--- src/rtl/pipeline_pkg.sv ---
// Shared pipeline definitions: MEM-stage handshake states, word-alignment helpers and width constants.
// Latency: n/a (types, constants and a pure function only).
// Backpressure: n/a.
package pipeline_pkg;

    localparam int         N_DEFAULT       = 32;
    localparam int         REG_ADDR_W      = 5;
    localparam logic [1:0] WORD_ALIGN_MASK = 2'b11;

    typedef enum logic {
        IDLE = 1'b0,
        BUSY = 1'b1
    } mem_state_e;

    // A word access must have both byte-offset bits clear.
    function automatic logic is_misaligned(input logic [1:0] addr_lsb);
        return (addr_lsb & WORD_ALIGN_MASK) != 2'b00;
    endfunction

endpackage

--- src/rtl/ff_en.sv ---
// Single-bit flop with synchronous enable and async active-high reset to 0.
// Latency: 1 cycle when en_i is high; holds otherwise.
// Backpressure: none; en_i low simply holds the stored bit.
// Ports: clk, rst, en_i (load enable), d_i (next value), q_o (stored value).
module ff_en (
    input  logic clk,
    input  logic rst,
    input  logic en_i,
    input  logic d_i,
    output logic q_o
);

    always_ff @(posedge clk or posedge rst) begin
        if (rst) begin
            q_o <= 1'b0;
        end else if (en_i) begin
            q_o <= d_i;
        end
    end

endmodule

--- src/rtl/mem_handshake_fsm.sv ---
// Data-memory req/ack handshake: IDLE/BUSY state, timeout counter, req/we/stall/err generation.
// Latency: an aligned op acked in its first cycle completes with zero wait; otherwise it waits in BUSY.
// Backpressure: stall_o freezes upstream until ack or timeout abort; stall drops in the abort cycle.
// Ports: clk, rst, mem_read_i, mem_write_i, addr_lsb_i[1:0], dmem_ack_i in;
//        dmem_req_o, dmem_we_o, mem_stall_o, mem_err_o out.
module mem_handshake_fsm
    import pipeline_pkg::*;
#(
    parameter int TIMEOUT = 16
) (
    input  logic       clk,
    input  logic       rst,
    input  logic       mem_read_i,
    input  logic       mem_write_i,
    input  logic [1:0] addr_lsb_i,
    input  logic       dmem_ack_i,
    output logic       dmem_req_o,
    output logic       dmem_we_o,
    output logic       mem_stall_o,
    output logic       mem_err_o
);

    localparam int               CNT_W    = $clog2(TIMEOUT + 1);
    localparam logic [CNT_W-1:0] CNT_LAST = CNT_W'(TIMEOUT - 1);

    mem_state_e       state_q, state_d;
    logic [CNT_W-1:0] cnt_q, cnt_d;

    logic mem_op;
    logic illegal;
    logic misaligned;
    logic aligned_op;
    logic timeout;

    assign mem_op     = mem_read_i ^ mem_write_i;
    assign illegal    = mem_read_i & mem_write_i;
    assign misaligned = mem_op & is_misaligned(addr_lsb_i);
    assign aligned_op = mem_op & ~misaligned;

    always_ff @(posedge clk or posedge rst) begin
        if (rst) begin
            state_q <= IDLE;
            cnt_q   <= '0;
        end else begin
            state_q <= state_d;
            cnt_q   <= cnt_d;
        end
    end

    always_comb begin
        state_d    = state_q;
        cnt_d      = cnt_q;
        dmem_req_o = 1'b0;
        timeout    = 1'b0;
        mem_err_o  = 1'b0;
        case (state_q)
            IDLE: begin
                // Counter sits at zero here so it is already cleared on entry to BUSY.
                cnt_d     = '0;
                mem_err_o = illegal | misaligned;
                if (aligned_op) begin
                    dmem_req_o = 1'b1;
                    if (!dmem_ack_i) begin
                        state_d = BUSY;
                    end
                end
            end
            BUSY: begin
                dmem_req_o = 1'b1;
                // Ack is tested first so a late ack in the last allowed cycle still completes.
                if (dmem_ack_i) begin
                    state_d = IDLE;
                    cnt_d   = '0;
                end else if (cnt_q == CNT_LAST) begin
                    timeout   = 1'b1;
                    mem_err_o = 1'b1;
                    state_d   = IDLE;
                    cnt_d     = '0;
                end else begin
                    cnt_d = cnt_q + CNT_W'(1);
                end
            end
            default: begin
                state_d = IDLE;
                cnt_d   = '0;
            end
        endcase
    end

    assign dmem_we_o = dmem_req_o & mem_write_i;
    // The abort cycle releases the pipeline so the failed op leaves as a bubble.
    assign mem_stall_o = dmem_req_o & ~dmem_ack_i & ~timeout;

endmodule

--- src/rtl/registerNbit.sv ---
// N-bit register with synchronous enable and async active-high reset to 0.
// Latency: 1 cycle when en_i is high; holds otherwise.
// Backpressure: none; en_i low simply holds the stored word.
// Ports: clk, rst, en_i (load enable), d_i[N-1:0] (next value), q_o[N-1:0] (stored value).
module registerNbit #(
    parameter int N = 32
) (
    input  logic         clk,
    input  logic         rst,
    input  logic         en_i,
    input  logic [N-1:0] d_i,
    output logic [N-1:0] q_o
);

    always_ff @(posedge clk or posedge rst) begin
        if (rst) begin
            q_o <= '0;
        end else if (en_i) begin
            q_o <= d_i;
        end
    end

endmodule

--- src/rtl/stage4_mem_access.sv ---
// MEM stage: word load/store over a req/ack data bus, MEM/WB pipeline registers, stage-4 forwarding copies.
// Latency: load data appears on MemWb_ReadDataStage4 one edge after the ack cycle; forwarding is combinational.
// Backpressure: mem_stall freezes PC..EX/MEM while an access is outstanding; MEM/WB takes a bubble meanwhile.
// Ports in : clk, rst, ExMem_* stage-3 controls/data, dmem_ack, dmem_rdata.
// Ports out: dmem_req/we/addr/wdata, mem_stall, mem_err, ExMem_*Stage4 forwarding copies, MemWb_* registers.
module stage4_mem_access
    import pipeline_pkg::*;
#(
    parameter int N       = N_DEFAULT,
    parameter int TIMEOUT = 16
) (
    input  logic                  clk,
    input  logic                  rst,
    input  logic                  ExMem_RegwriteStage3,
    input  logic                  ExMem_MemReadStage3,
    input  logic                  ExMem_MemWriteStage3,
    input  logic                  ExMem_MemtoRegStage3,
    input  logic [N-1:0]          ExMem_AluResult_Stage3,
    input  logic [N-1:0]          ExMem_ReadData2Bypass,
    input  logic [REG_ADDR_W-1:0] ExMem_RdAddStage3,
    output logic                  dmem_req,
    output logic                  dmem_we,
    output logic [N-1:0]          dmem_addr,
    output logic [N-1:0]          dmem_wdata,
    input  logic                  dmem_ack,
    input  logic [N-1:0]          dmem_rdata,
    output logic                  mem_stall,
    output logic                  mem_err,
    output logic [N-1:0]          ExMem_AluResult_Stage4,
    output logic [REG_ADDR_W-1:0] ExMem_RdAddStage4,
    output logic                  ExMem_RegwriteStage4,
    output logic                  MemWb_RegwriteStage4,
    output logic                  MemWb_MemtoRegStage4,
    output logic [N-1:0]          MemWb_ReadDataStage4,
    output logic [N-1:0]          MemWb_AluResultStage4,
    output logic [REG_ADDR_W-1:0] MemWb_RdAddStage4
);

    logic memwb_en;
    logic regwrite_d;
    logic load_done;

    mem_handshake_fsm #(
        .TIMEOUT (TIMEOUT)
    ) u_fsm (
        .clk         (clk),
        .rst         (rst),
        .mem_read_i  (ExMem_MemReadStage3),
        .mem_write_i (ExMem_MemWriteStage3),
        .addr_lsb_i  (ExMem_AluResult_Stage3[1:0]),
        .dmem_ack_i  (dmem_ack),
        .dmem_req_o  (dmem_req),
        .dmem_we_o   (dmem_we),
        .mem_stall_o (mem_stall),
        .mem_err_o   (mem_err)
    );

    assign dmem_addr  = ExMem_AluResult_Stage3;
    assign dmem_wdata = ExMem_ReadData2Bypass;

    assign ExMem_AluResult_Stage4 = ExMem_AluResult_Stage3;
    assign ExMem_RdAddStage4      = ExMem_RdAddStage3;
    assign ExMem_RegwriteStage4   = ExMem_RegwriteStage3;

    assign memwb_en = ~mem_stall;

    // RegWrite is reloaded every edge: a stall inserts a bubble, and any erroring op
    // (illegal, misaligned or timed out) must not write back.
    assign regwrite_d = ExMem_RegwriteStage3 & ~mem_stall & ~mem_err;

    // A completed load implies ack, so stall is already low in this cycle.
    assign load_done = dmem_req & dmem_ack & ExMem_MemReadStage3 & ~ExMem_MemWriteStage3;

    ff_en u_memwb_regwrite (
        .clk  (clk),
        .rst  (rst),
        .en_i (1'b1),
        .d_i  (regwrite_d),
        .q_o  (MemWb_RegwriteStage4)
    );

    ff_en u_memwb_memtoreg (
        .clk  (clk),
        .rst  (rst),
        .en_i (memwb_en),
        .d_i  (ExMem_MemtoRegStage3),
        .q_o  (MemWb_MemtoRegStage4)
    );

    registerNbit #(
        .N (N)
    ) u_memwb_aluresult (
        .clk  (clk),
        .rst  (rst),
        .en_i (memwb_en),
        .d_i  (ExMem_AluResult_Stage3),
        .q_o  (MemWb_AluResultStage4)
    );

    registerNbit #(
        .N (REG_ADDR_W)
    ) u_memwb_rdadd (
        .clk  (clk),
        .rst  (rst),
        .en_i (memwb_en),
        .d_i  (ExMem_RdAddStage3),
        .q_o  (MemWb_RdAddStage4)
    );

    // Load data only changes on a completed load; otherwise the last loaded word is kept.
    registerNbit #(
        .N (N)
    ) u_memwb_readdata (
        .clk  (clk),
        .rst  (rst),
        .en_i (load_done),
        .d_i  (dmem_rdata),
        .q_o  (MemWb_ReadDataStage4)
    );

endmodule

--- config.mk ---
export PLATFORM = sky130hd
export DESIGN_NAME = stage4_mem_access
export DESIGN_NICKNAME = d
export VERILOG_FILES = /design/src/rtl/pipeline_pkg.sv /design/src/rtl/ff_en.sv /design/src/rtl/mem_handshake_fsm.sv /design/src/rtl/registerNbit.sv /design/src/rtl/stage4_mem_access.sv
export SDC_FILE = /design/constraint.sdc
export NUM_CORES = 1
export LEC_CHECK = 0
export CAP_MARGIN = 20
export CORE_MARGIN = 4
export CORE_UTILIZATION = 35
export CTS_CLUSTER_DIAMETER = 150
export DETAILED_ROUTE_END_ITERATION = 8
export GPL_ROUTABILITY_DRIVEN = 0
export HOLD_SLACK_MARGIN = 0.12
export PLACE_DENSITY = 0.82
export SETUP_SLACK_MARGIN = 0.15
export SLEW_MARGIN = 20
export SYNTH_ARGS = -nofsm -noshare
export SYNTH_HDL_FRONTEND = slang
export SYNTH_SLANG_ARGS = --single-unit
--- constraint.sdc ---
create_clock -name clk -period 2.8 [get_ports clk]
set_clock_uncertainty 0.2 [all_clocks]
set_input_delay 0.42 -clock clk [delete_from_list [all_inputs] [get_ports clk]]
set_output_delay 0.42 -clock clk [all_outputs]
set_load 0.02 [all_outputs]
==> results.json <==
{
  "ios": 285,
  "synth-compound-area-share": 0.0195,
  "synthTopCellsByCount": "buf_4 (102), dfrtp_1 (77), mux2_4 (30), mux2_2 (29), mux2_1 (11)",
  "leakage_nw": 2.57,
  "tightest_slew_ns": 0.496,
  "dr.pass1.iters": 4,
  "setup.worst_path.end": "dmem_we",
  "yosys-top-cells-area": "dfrtp_1 (49%), buf_4 (20%), mux2_4 (11%), mux2_2 (8.3%), mux2_1 (3.2%)",
  "synth_seq_cells": 77,
  "hold_viol_final": 0,
  "min_period_ns": 2.50,
  "core_mm2": 0.0109,
  "async_reset_ff_frac": 1.00,
  "reg2reg_to": "u_memwb_aluresult.q_o[26]",
  "relSlewSlack": 0.670,
  "grt_max_degree": 40,
  "clkSinkCount": 77,
  "synth_area_per_cell_um2": 13.6,
  "cp.required_ns": 2.18,
  "synth_top_family_by_area": "multiplexers",
  "path_buf_inv": 2,
  "vias": 2488,
  "ir_drop_v": 0.000405,
  "die-area_mm2": 0.0130,
  "synth_fa_ha_area_frac": 0.00639,
  "worst_slack_ns": 0.298,
  "fin_crit_sh": 0.894,
  "avgRoutedWirePerCell_um": 17.3,
  "cap_violations": 0,
  "dp.cells": 548,
  "finalWirelength_mm": 9.75,
  "gr-total-overflow": 0,
  "path_cells": "clkdlybuf4s50_1 -> nor3b_4 -> or2_2 -> and2_1 -> dlygate4sd2_1",
  "min_path_type": "in2async",
  "status": "complete, no violations",
  "critPathMaxStageDelay_ns": 0.61,
  "ctsHtreeMaxLevel": 3,
  "syn_area_mm2": 0.00392,
  "dp_hpwl_mm": 7.74,
  "drc_errors": 0,
  "antennaDiodeCount": 0,
  "ff2ff_setup_slack_ns": 0.55,
  "start_util": 0.360,
  "crit_path_top_delay_cell": "clkdlybuf4s50_1",
  "synth_xor_area_frac": 0.00447,
  "synth_mux_area_frac": 0.230,
  "numCtsBuffers": 9,
  "r2r_cells": 5,
  "final_nets": 529,
  "cp-end-kind": "output pin",
  "drive_above_1_share": 0.212,
  "drt_iter0_markers": 47,
  "crit_arrival_ns": 1.88,
  "synth_cells": 288,
  "rows": 38,
  "reg2reg_from": "u_fsm.cnt_q[0]",
  "ys.flop_type": "dfrtp_1",
  "critPathLaunch": "ExMem_AluResult_Stage3[0]",
  "die_y_um": 114,
  "start_kind": "primary input",
  "synth.top_cell.area_share": 0.492,
  "path_max_fanout": 6,
  "yosysTopAreaCell": "dfrtp_1",
  "dp_slack_ns": -0.187,
  "fin_cells": 564,
  "vias_per_cell": 4.41,
  "antenna_found_initial": 0,
  "rsz0062_at_grt": "no",
  "syn_nets": 398,
  "synthSimpleGateAreaFrac": 0.0287,
  "pwr_density_cell_mw_per_mm2": 644,
  "crit_type": "in2out",
  "setup_violations": 0,
  "tritoncts": "yes",
  "ys_warn_count": 0,
  "fmax_ghz": 0.400,
  "cts.clk_slew.worst_paths_ns": 0.08,
  "insertion_delay_ns": 0.34,
  "portBuffers": 220,
  "cts_buffer_depth": 2,
  "cp_num_cells": 5,
  "syn_to_final_growth_pct": 47.6,
  "ant_nets": 0,
  "grt_pass1_vias": 2762,
  "synth_cell_type_count": 28,
  "synth_edf_count": 0,
  "seq_area_frac_synth": 0.492,
  "slew_viol_final": 0,
  "synth_most_common_cell": "buf_4",
  "cts_root_buf": "clkbuf_8",
  "grt_pass1_wl_mm": 14.8,
  "die_w_um": 114,
  "crit_family": "buffers and inverters",
  "grt_usage": 0.148
}
-- worst reg2reg max path, delay by kind of cell (launching register included) --
family	cells	cell delay [ns]
AND/OR/NAND/NOR	1	0.22
flip-flops	1	0.38
buffers and inverters	1	0.45
multiplexers	1	0.42
AO/OA/AOI/OAI	1	0.25
adder cells (fa/ha/maj)	1	0.22
-- logic make-up (layout without fill, tap and decap cells) --
logic type               count (synthesis)  in the layout
flip-flops                              77             77
AO/OA/AOI/OAI                            6              6
buffers and inverters                  113            249
AND/OR/NAND/NOR                         18             18
adder cells (fa/ha/maj)                  2              2
multiplexers                            70             70
XOR/XNOR                                 2              2
-- flip-flops by register name (all words and copies together) (netlist names) --
signal and cells:
u_memwb_aluresult.q_o 32, u_memwb_regwrite.q_o 1, u_memwb_memtoreg.q_o 1, u_fsm.state_q 1
u_fsm.cnt_q 5, u_memwb_rdadd.q_o 5, u_memwb_readdata.q_o 32
-- metrics by stage --
stage	setup TNS, ns	total power [W]	instance area (um2)	util	hold WS (ns)
2_1_floorplan	0	0.00223	3920	-	0.230
3_3_place_gp	-0.146	0.00279	5550	0.509	0.246
3_5_place_dp	-2.25	0.00281	5550	0.509	0.261
4_1_cts	0	0.00377	5770	0.530	0.193
5_1_grt	0	0.00390	5780	0.531	0.226
6_report	0	0.00372	5780	0.531	0.197
-- power breakdown --
part | switching, W | internal (W) | leakage (nW)
registers | 0.000120 | 0.00131 | 0.934
clock network | 0.000395 | 0.000549 | 0.116
logic | 0.000582 | 0.000764 | 1.52
-- how the worst min path moves through the flow --
stage	start	to	slack [ns]	depth (start not counted)
final	rst	u_memwb_readdata.q_o[11]	0.20	2
after global routing	rst	u_memwb_readdata.q_o[15]	0.23	2
after CTS	rst	u_memwb_readdata.q_o[26]	0.19	2
after detailed placement	u_fsm.cnt_q[0]	u_fsm.cnt_q[0]	0.26	1
after global placement	u_fsm.cnt_q[0]	u_fsm.cnt_q[0]	0.25	1
after floorplan	u_fsm.cnt_q[0]	u_fsm.cnt_q[0]	0.23	1
-- placed cells by master, fill, tap and decap left out, types with 2 or more instances in the layout --
cell type,n
buf_4,7
dlymetal6s2s_1,2
clkbuf_8,11
clkdlybuf4s50_1,214
nor2_1,5
mux2_2,29
and3_1,2
dfrtp_1,77
bufinv_16,2
nand3_1,2
mux2_1,11
mux2_4,30
dlygate4sd2_1,3
buf_12,2
inv_1,3
clkinv_2,3
-- per-layer routing --
layer | wire (um) | vias to the layer above | global-route usage
met5 | 0 | - | 0
met4 | 182 | 0 | 0.0554
met3 | 1090 | 14 | 0.0552
met2 | 4940 | 157 | 0.260
met1 | 3530 | 1193 | 0.162
li1 | - | 1124 | -
-- final cells by class --
type	instances	area [um2]
multi-input cells	98	1140
clock inverters	4	70.1
inverters	4	16.3
well taps	140	175
fillers	932	5100
clock buffers	12	155
flip-flops and latches	77	1930
repair buffers	229	2300
-- timing repair --
action | CTS | global route
buffers inserted | 0 | 0
resized for setup | 5 | 3
setup endpoints to repair | 4 | 3
hold buffers | 0 | 0
Power figures use the tool's default switching activity.
==> variant 1 (config.mk and constraints unchanged) <==
Change the package constant `REG_ADDR_W` from 5 to 3.
--- a/src/rtl/pipeline_pkg.sv
+++ b/src/rtl/pipeline_pkg.sv
@@ -6,3 +6,3 @@
     localparam int         N_DEFAULT       = 32;
-    localparam int         REG_ADDR_W      = 5;
+    localparam int         REG_ADDR_W      = 3;
     localparam logic [1:0] WORD_ALIGN_MASK = 2'b11;
Interface: changed (resized ExMem_RdAddStage3, ExMem_RdAddStage4 and MemWb_RdAddStage4); port bits go from 285 to 279. No check against the original RTL was run, so the function may have changed too.
==> variant 1 against the unedited design <==
- sequential cell count decreased by 2
- clock power fell by 1%
- design area decreased by 4.3%
- non-clock buffer count down 5
- utilization rose by 0.47 points
- total power is 4.1% lower
- routed wire length fell by 3.4%
- synthesized area decreased by 5.6%
- worst setup slack better by 0.061 ns
- via count shrank 0.48%
- register-to-register slack lost 0.09 ns
- critical path type unchanged
- highest routed layer unchanged
==> variant 1: results (changes against the unedited design) <==
Timing
  – Max_slew headroom: 0.608 (was 0.670)
  – Setup slack after layout: 0.359 ns (was 0.298 ns)
  – Final hold slack: 0.231 ns (was 0.197 ns)

Clock tree
  – Clk slew on worst S/H paths: 0.09 ns
  – Max clock buf depth: 2 (unchanged)
  – Inserted Clock Buffers: 9 (unchanged)
  – H-tree Lvls: 3 (unchanged)

Setup path
  – Data arrival, critical path: 1.82 ns (was 1.88 ns)
  – FF-to-FF End: u_memwb_aluresult.q_o[26] (unchanged)
  – Worst-path fanout max: 3 (was 6)
  – Slowest stage delay, CP: 0.33 ns (was 0.61 ns)
  – Setup crit end: dmem_req (was dmem_we)
  – Worst r2r src: u_fsm.cnt_q[0] (unchanged)
  – Worst Setup SP: ExMem_MemReadStage3 (was ExMem_AluResult_Stage3[0])
  – Reg-to-reg setup timing slack: 0.46 ns (was 0.55 ns)
  – R2r worst-path depth: 5 (unchanged)
  – Crit-path slowest cell: dlygate4sd2_1 (was clkdlybuf4s50_1)

Placement
  – Post-DP HPWL: 7.52 mm (was 7.74 mm)
  – Placed inst area: 0.00530 sq mm (was 0.00555 sq mm)
  – Buffers on Ports: 214 (was 220)
  – DP Worst Slack: -0.261 ns (was -0.187 ns)

GRT
  – Vias in the first global route: 2,747 (was 2,762)
  – GRT met1 Usage: 0.151 (was 0.162)
  – Met2 Use GR: 0.280 (was 0.260)
  – Pin count of the biggest net entering global routing: 38 (was 40)
  – First-pass GRT wire length: 15.0 mm (was 14.8 mm)
  – GRT Total Usage: 0.152 (was 0.148)
  – Grt met3 use: 0.0759 (was 0.0552)

Routing
  – Vias: 2,476 (was 2,488)
  – TritonRoute pass-1 iters: 4 (unchanged)
  – WL/cell: 17.1 microns (was 17.3 microns)
  – Initial DRC Count: 53 (was 47)

Synthesis
  – Unique masters post-synth: 27 (was 28)
  – Area share of the largest cell type after synthesis: 0.507 (was 0.492)
  – Sequential-to-total area share from yosys stat: 0.507 (was 0.492)
  – Synth cell count leaders: buf_4 (101), dfrtp_1 (75), mux2_2 (65), buf_6 (6), nor2_1 (5) (was buf_4 (102), dfrtp_1 (77), mux2_4 (30), mux2_2 (29), mux2_1 (11))
  – Syn Nets: 390 (was 398)
  – Largest cells by area after synthesis: dfrtp_1 (51%), buf_4 (20%), mux2_2 (20%) (was dfrtp_1 (49%), buf_4 (20%), mux2_4 (11%))
  – Yosys warning total: 0 (unchanged)

Pwr
  – Switching power: 1100 uW (about the same)
  – Worst vdd ir: 0.432 mV (was 0.405 mV)
  – Leak: 0.00235 uW (was 0.00257 uW)

Final layout
  – Fin nets: 518 (was 529)
  – Registers with the most flip-flops: u_memwb_aluresult.q_o (32), u_memwb_readdata.q_o (32), u_fsm.cnt_q (5) (was u_memwb_aluresult.q_o (32), u_memwb_readdata.q_o (32))
  – Layout cells sized above 1: 0.251 (was 0.212)
  – Layout fillers: 861 (was 932)

Outcome
  – Outcome: finished, final reports clean (unchanged)
-- variant 1: what timing repair did --
item | 4_1_cts | 5_1_grt
pin swaps | 0 | 1
gates cloned | 0 | 0
setup endpoints to repair | 11 | 3
gates resized for setup | 9 | 4
-- variant 1: area by class of cell --
| class | instances | area, sq um | share of cell area |
|---|---|---|---|
| timing repair buffer | 224 | 2240 | 0.405 |
| sequential | 75 | 1880 | 0.339 |
| multi-input combinational | 96 | 1010 | 0.182 |
| tap | 136 | 170 | 0.0308 |
| clock buffer | 9 | 124 | 0.0224 |
| clock inverter | 7 | 100 | 0.0181 |
| inverter | 4 | 16.3 | 0.00294 |
-- variant 1: layer usage --
| layer | vias to the layer above | wire [microns] |
|---|---|---|
| met1 | 1205 | 3250 |
| met2 | 166 | 4950 |
| met5 | - | 0 |
| met3 | 5 | 1140 |
| li1 | 1100 | - |
| met4 | 0 | 63 |
-- variant 1: metrics by stage --
stage,utilization,power (uW),cells
2_1_floorplan,-,2100,282
4_1_cts,0.535,3620,551
6_report,0.536,3570,551
3_5_place_dp,0.513,2670,535
5_1_grt,0.536,3760,551
3_3_place_gp,0.513,2650,535
-- variant 1: kinds of logic after synthesis --
logic type	after synthesis	synth area share
compound gates	6	0.0152
xor+xnor	2	0.00474
fa+ha+maj	2	0.00676
buf+inv	111	0.227
flops	75	0.507
mux	68	0.210
simple gates	18	0.0287
-- variant 1: power by group through the flow --
| stage | combinational [uW] | clock, uW | sequential [uW] |
|---|---|---|---|
| floorplan | 457 | 0 | 1640 |
| global placement | 1260 | 0 | 1390 |
| detailed placement | 1270 | 0 | 1400 |
| CTS | 1270 | 967 | 1380 |
| global route | 1330 | 1030 | 1410 |
| finish | 1260 | 933 | 1380 |
==> variant 2 (same flow settings) <==
Without the edit above. Register the output `mem_err`, without a reset; this adds one clock of latency there. The other outputs are not delayed to match.
--- a/src/rtl/stage4_mem_access.sv
+++ b/src/rtl/stage4_mem_access.sv
@@ -38,2 +38,4 @@
 
+    logic mem_err_d;
+
     logic memwb_en;
@@ -54,3 +56,3 @@
         .mem_stall_o (mem_stall),
-        .mem_err_o   (mem_err)
+        .mem_err_o   (mem_err_d)
     );
@@ -68,3 +70,3 @@
     // (illegal, misaligned or timed out) must not write back.
-    assign regwrite_d = ExMem_RegwriteStage3 & ~mem_stall & ~mem_err;
+    assign regwrite_d = ExMem_RegwriteStage3 & ~mem_stall & ~mem_err_d;
 
@@ -120,2 +122,6 @@
 
+    always_ff @(posedge clk) begin
+        mem_err <= mem_err_d;
+    end
+
 endmodule
Function: changed (a bounded check fails within 4 cycles, from zero or initial values and one cycle with rst high).
==> variant 2 against the unedited design <==
- design area is 1.4% higher
- routed wire length is 0.79% lower
- global-route usage is 0.47 points lower
- total power is 6.7% higher
- maximum frequency is 3.2% lower
- sequential cell count is 1 higher
- die area is 0.47% higher
- worst setup slack worse by 0.082 ns
- non-clock buffer count is 1 higher
- synthesized area is 0.51% higher
- clock power is 24% higher
- critical path type unchanged
- largest cell class unchanged
- largest power group unchanged
==> variant 2: results (changes against the unedited design) <==
Setup path
  – Worst-path fanout max: 2 (was 6)
  – Reg-to-reg setup timing slack: 0.56 ns
  – FF-to-FF End: u_memwb_aluresult.q_o[24] (was u_memwb_aluresult.q_o[26])
  – Slowest stage delay, CP: 0.43 ns (was 0.61 ns)
  – Crit-path slowest cell: clkdlybuf4s50_1 (unchanged)

Placement
  – Post-DP HPWL: 7.58 mm (was 7.74 mm)
  – DP Worst Slack: -0.158 ns (was -0.187 ns)
  – Inst Count DP: 550 (was 548)
  – Placed inst area: 0.00557 sq mm (was 0.00555 sq mm)

Synthesis
  – Syn Nets: 399 (was 398)
  – Avg Inst Size Synth: 13.6 sq um (about the same)
  – Largest cells by area after synthesis: dfrtp_1 (49%), buf_4 (19%), mux2_4 (11%) (was dfrtp_1 (49%), buf_4 (20%), mux2_4 (11%))
  – Unique masters post-synth: 29 (was 28)
  – Async set-reset flop share out of synthesis: 0.987 (was 1.00)

GRT
  – Pin count of the biggest net entering global routing: 51 (was 40)
  – GRT Total Usage: 0.143 (was 0.148)
  – Vias in the first global route: 2,725 (was 2,762)
  – First-pass GRT wire length: 14.4 mm (was 14.8 mm)

Timing
  – Max_slew headroom: 0.668 (was 0.670)
  – Final hold slack: 0.228 ns (was 0.197 ns)

Final layout
  – Non-Filler Instances: 566 (was 564)
  – Seq cells: 78 (was 77)
  – Bufs w/o clock: 230 (was 229)
  – Fin nets: 531 (was 529)
  – Buffering overhead: 0.391 (was 0.397)
  – Clock Network Area Fraction: 0.0514 (was 0.0389)
  – Area of the multi-input gates: 0.00113 sq mm (was 0.00114 sq mm)
  – Final Cell Area: 0.00586 sq mm (was 0.00578 sq mm)
  – Register fraction of the total cell area: 0.332 (was 0.333)

Routing
  – Vias: 2,518 (was 2,488)
  – Total Wirelength: 9.67 mm (was 9.75 mm)
  – Initial DRC Count: 71 (was 47)

Pwr
  – Worst vdd ir: 0.419 mV (was 0.405 mV)

Floorplan
  – Core area: 0.0109 sq mm (about the same)

Clock tree
  – Max clock buf depth: 2 (unchanged)
  – Clk slew on worst S/H paths: 0.06 ns (was 0.08 ns)
  – Clock root cell: clkbuf_16 (was clkbuf_8)

Outcome
  – Outcome: finished, final reports clean (unchanged)
==> variant 2: cell count changes after synthesis, sizes merged <==
cell,before,now
dfxtp,0,1
==> variant 2: how the worst max path moves through the flow <==
stage                          end                  from  cells past startpoint  slack [ns]
floorplan           u_fsm.cnt_q[0]                   rst                      1        0.21
global placement           dmem_we   ExMem_MemReadStage3                      6       -0.13
detailed placement         dmem_we  ExMem_MemWriteStage3                      6       -0.16
CTS                        dmem_we  ExMem_MemWriteStage3                      6        0.07
global route              dmem_req   ExMem_MemReadStage3                      5        0.17
finish                    dmem_req   ExMem_MemReadStage3                      5        0.22
==> variant 2: worst reg2reg max path, cell delays in order, from the launching register on <==
cell and delay [ns]:
dfrtp_1 0.37, ha_1 0.21, nand4b_1 0.21, a22oi_4 0.25, buf_4 0.45, mux2_2 0.43
==> variant 2: where the power goes <==
| group | internal [uW] | switching (uW) | leakage, uW |
|---|---|---|---|
| clock | 734 | 438 | 0.000152 |
| combinational | 766 | 583 | 0.00150 |
| sequential | 1330 | 119 | 0.000942 |
| total | 2830 | 1140 | 0.00259 |
==> variant 2: logic make-up after synthesis <==
kind of cell             Yosys count  share of synthesized area
XOR/XNOR                           2                    0.00445
flip-flops                        78                      0.494
adder cells (fa/ha/maj)            2                    0.00635
AO/OA/AOI/OAI                      6                     0.0194
multiplexers                      70                      0.229
AND/OR/NAND/NOR                   18                     0.0286
buffers and inverters            113                      0.218
==> variant 2: what timing repair did <==
item / 4_1_cts / 5_1_grt
endpoints found under the setup margin: 3 / 2
hold buffers: 0 / 0
resized for setup: 4 / 3
gates cloned: 0 / 0
hold endpoints to repair: 0 / 0
==> variant 2: layer usage <==
metal / part of all wire / global-route usage
met5: 0 / 0
met4: 0.012 / 0.0435
met3: 0.12 / 0.0655
met2: 0.51 / 0.249
met1: 0.36 / 0.155
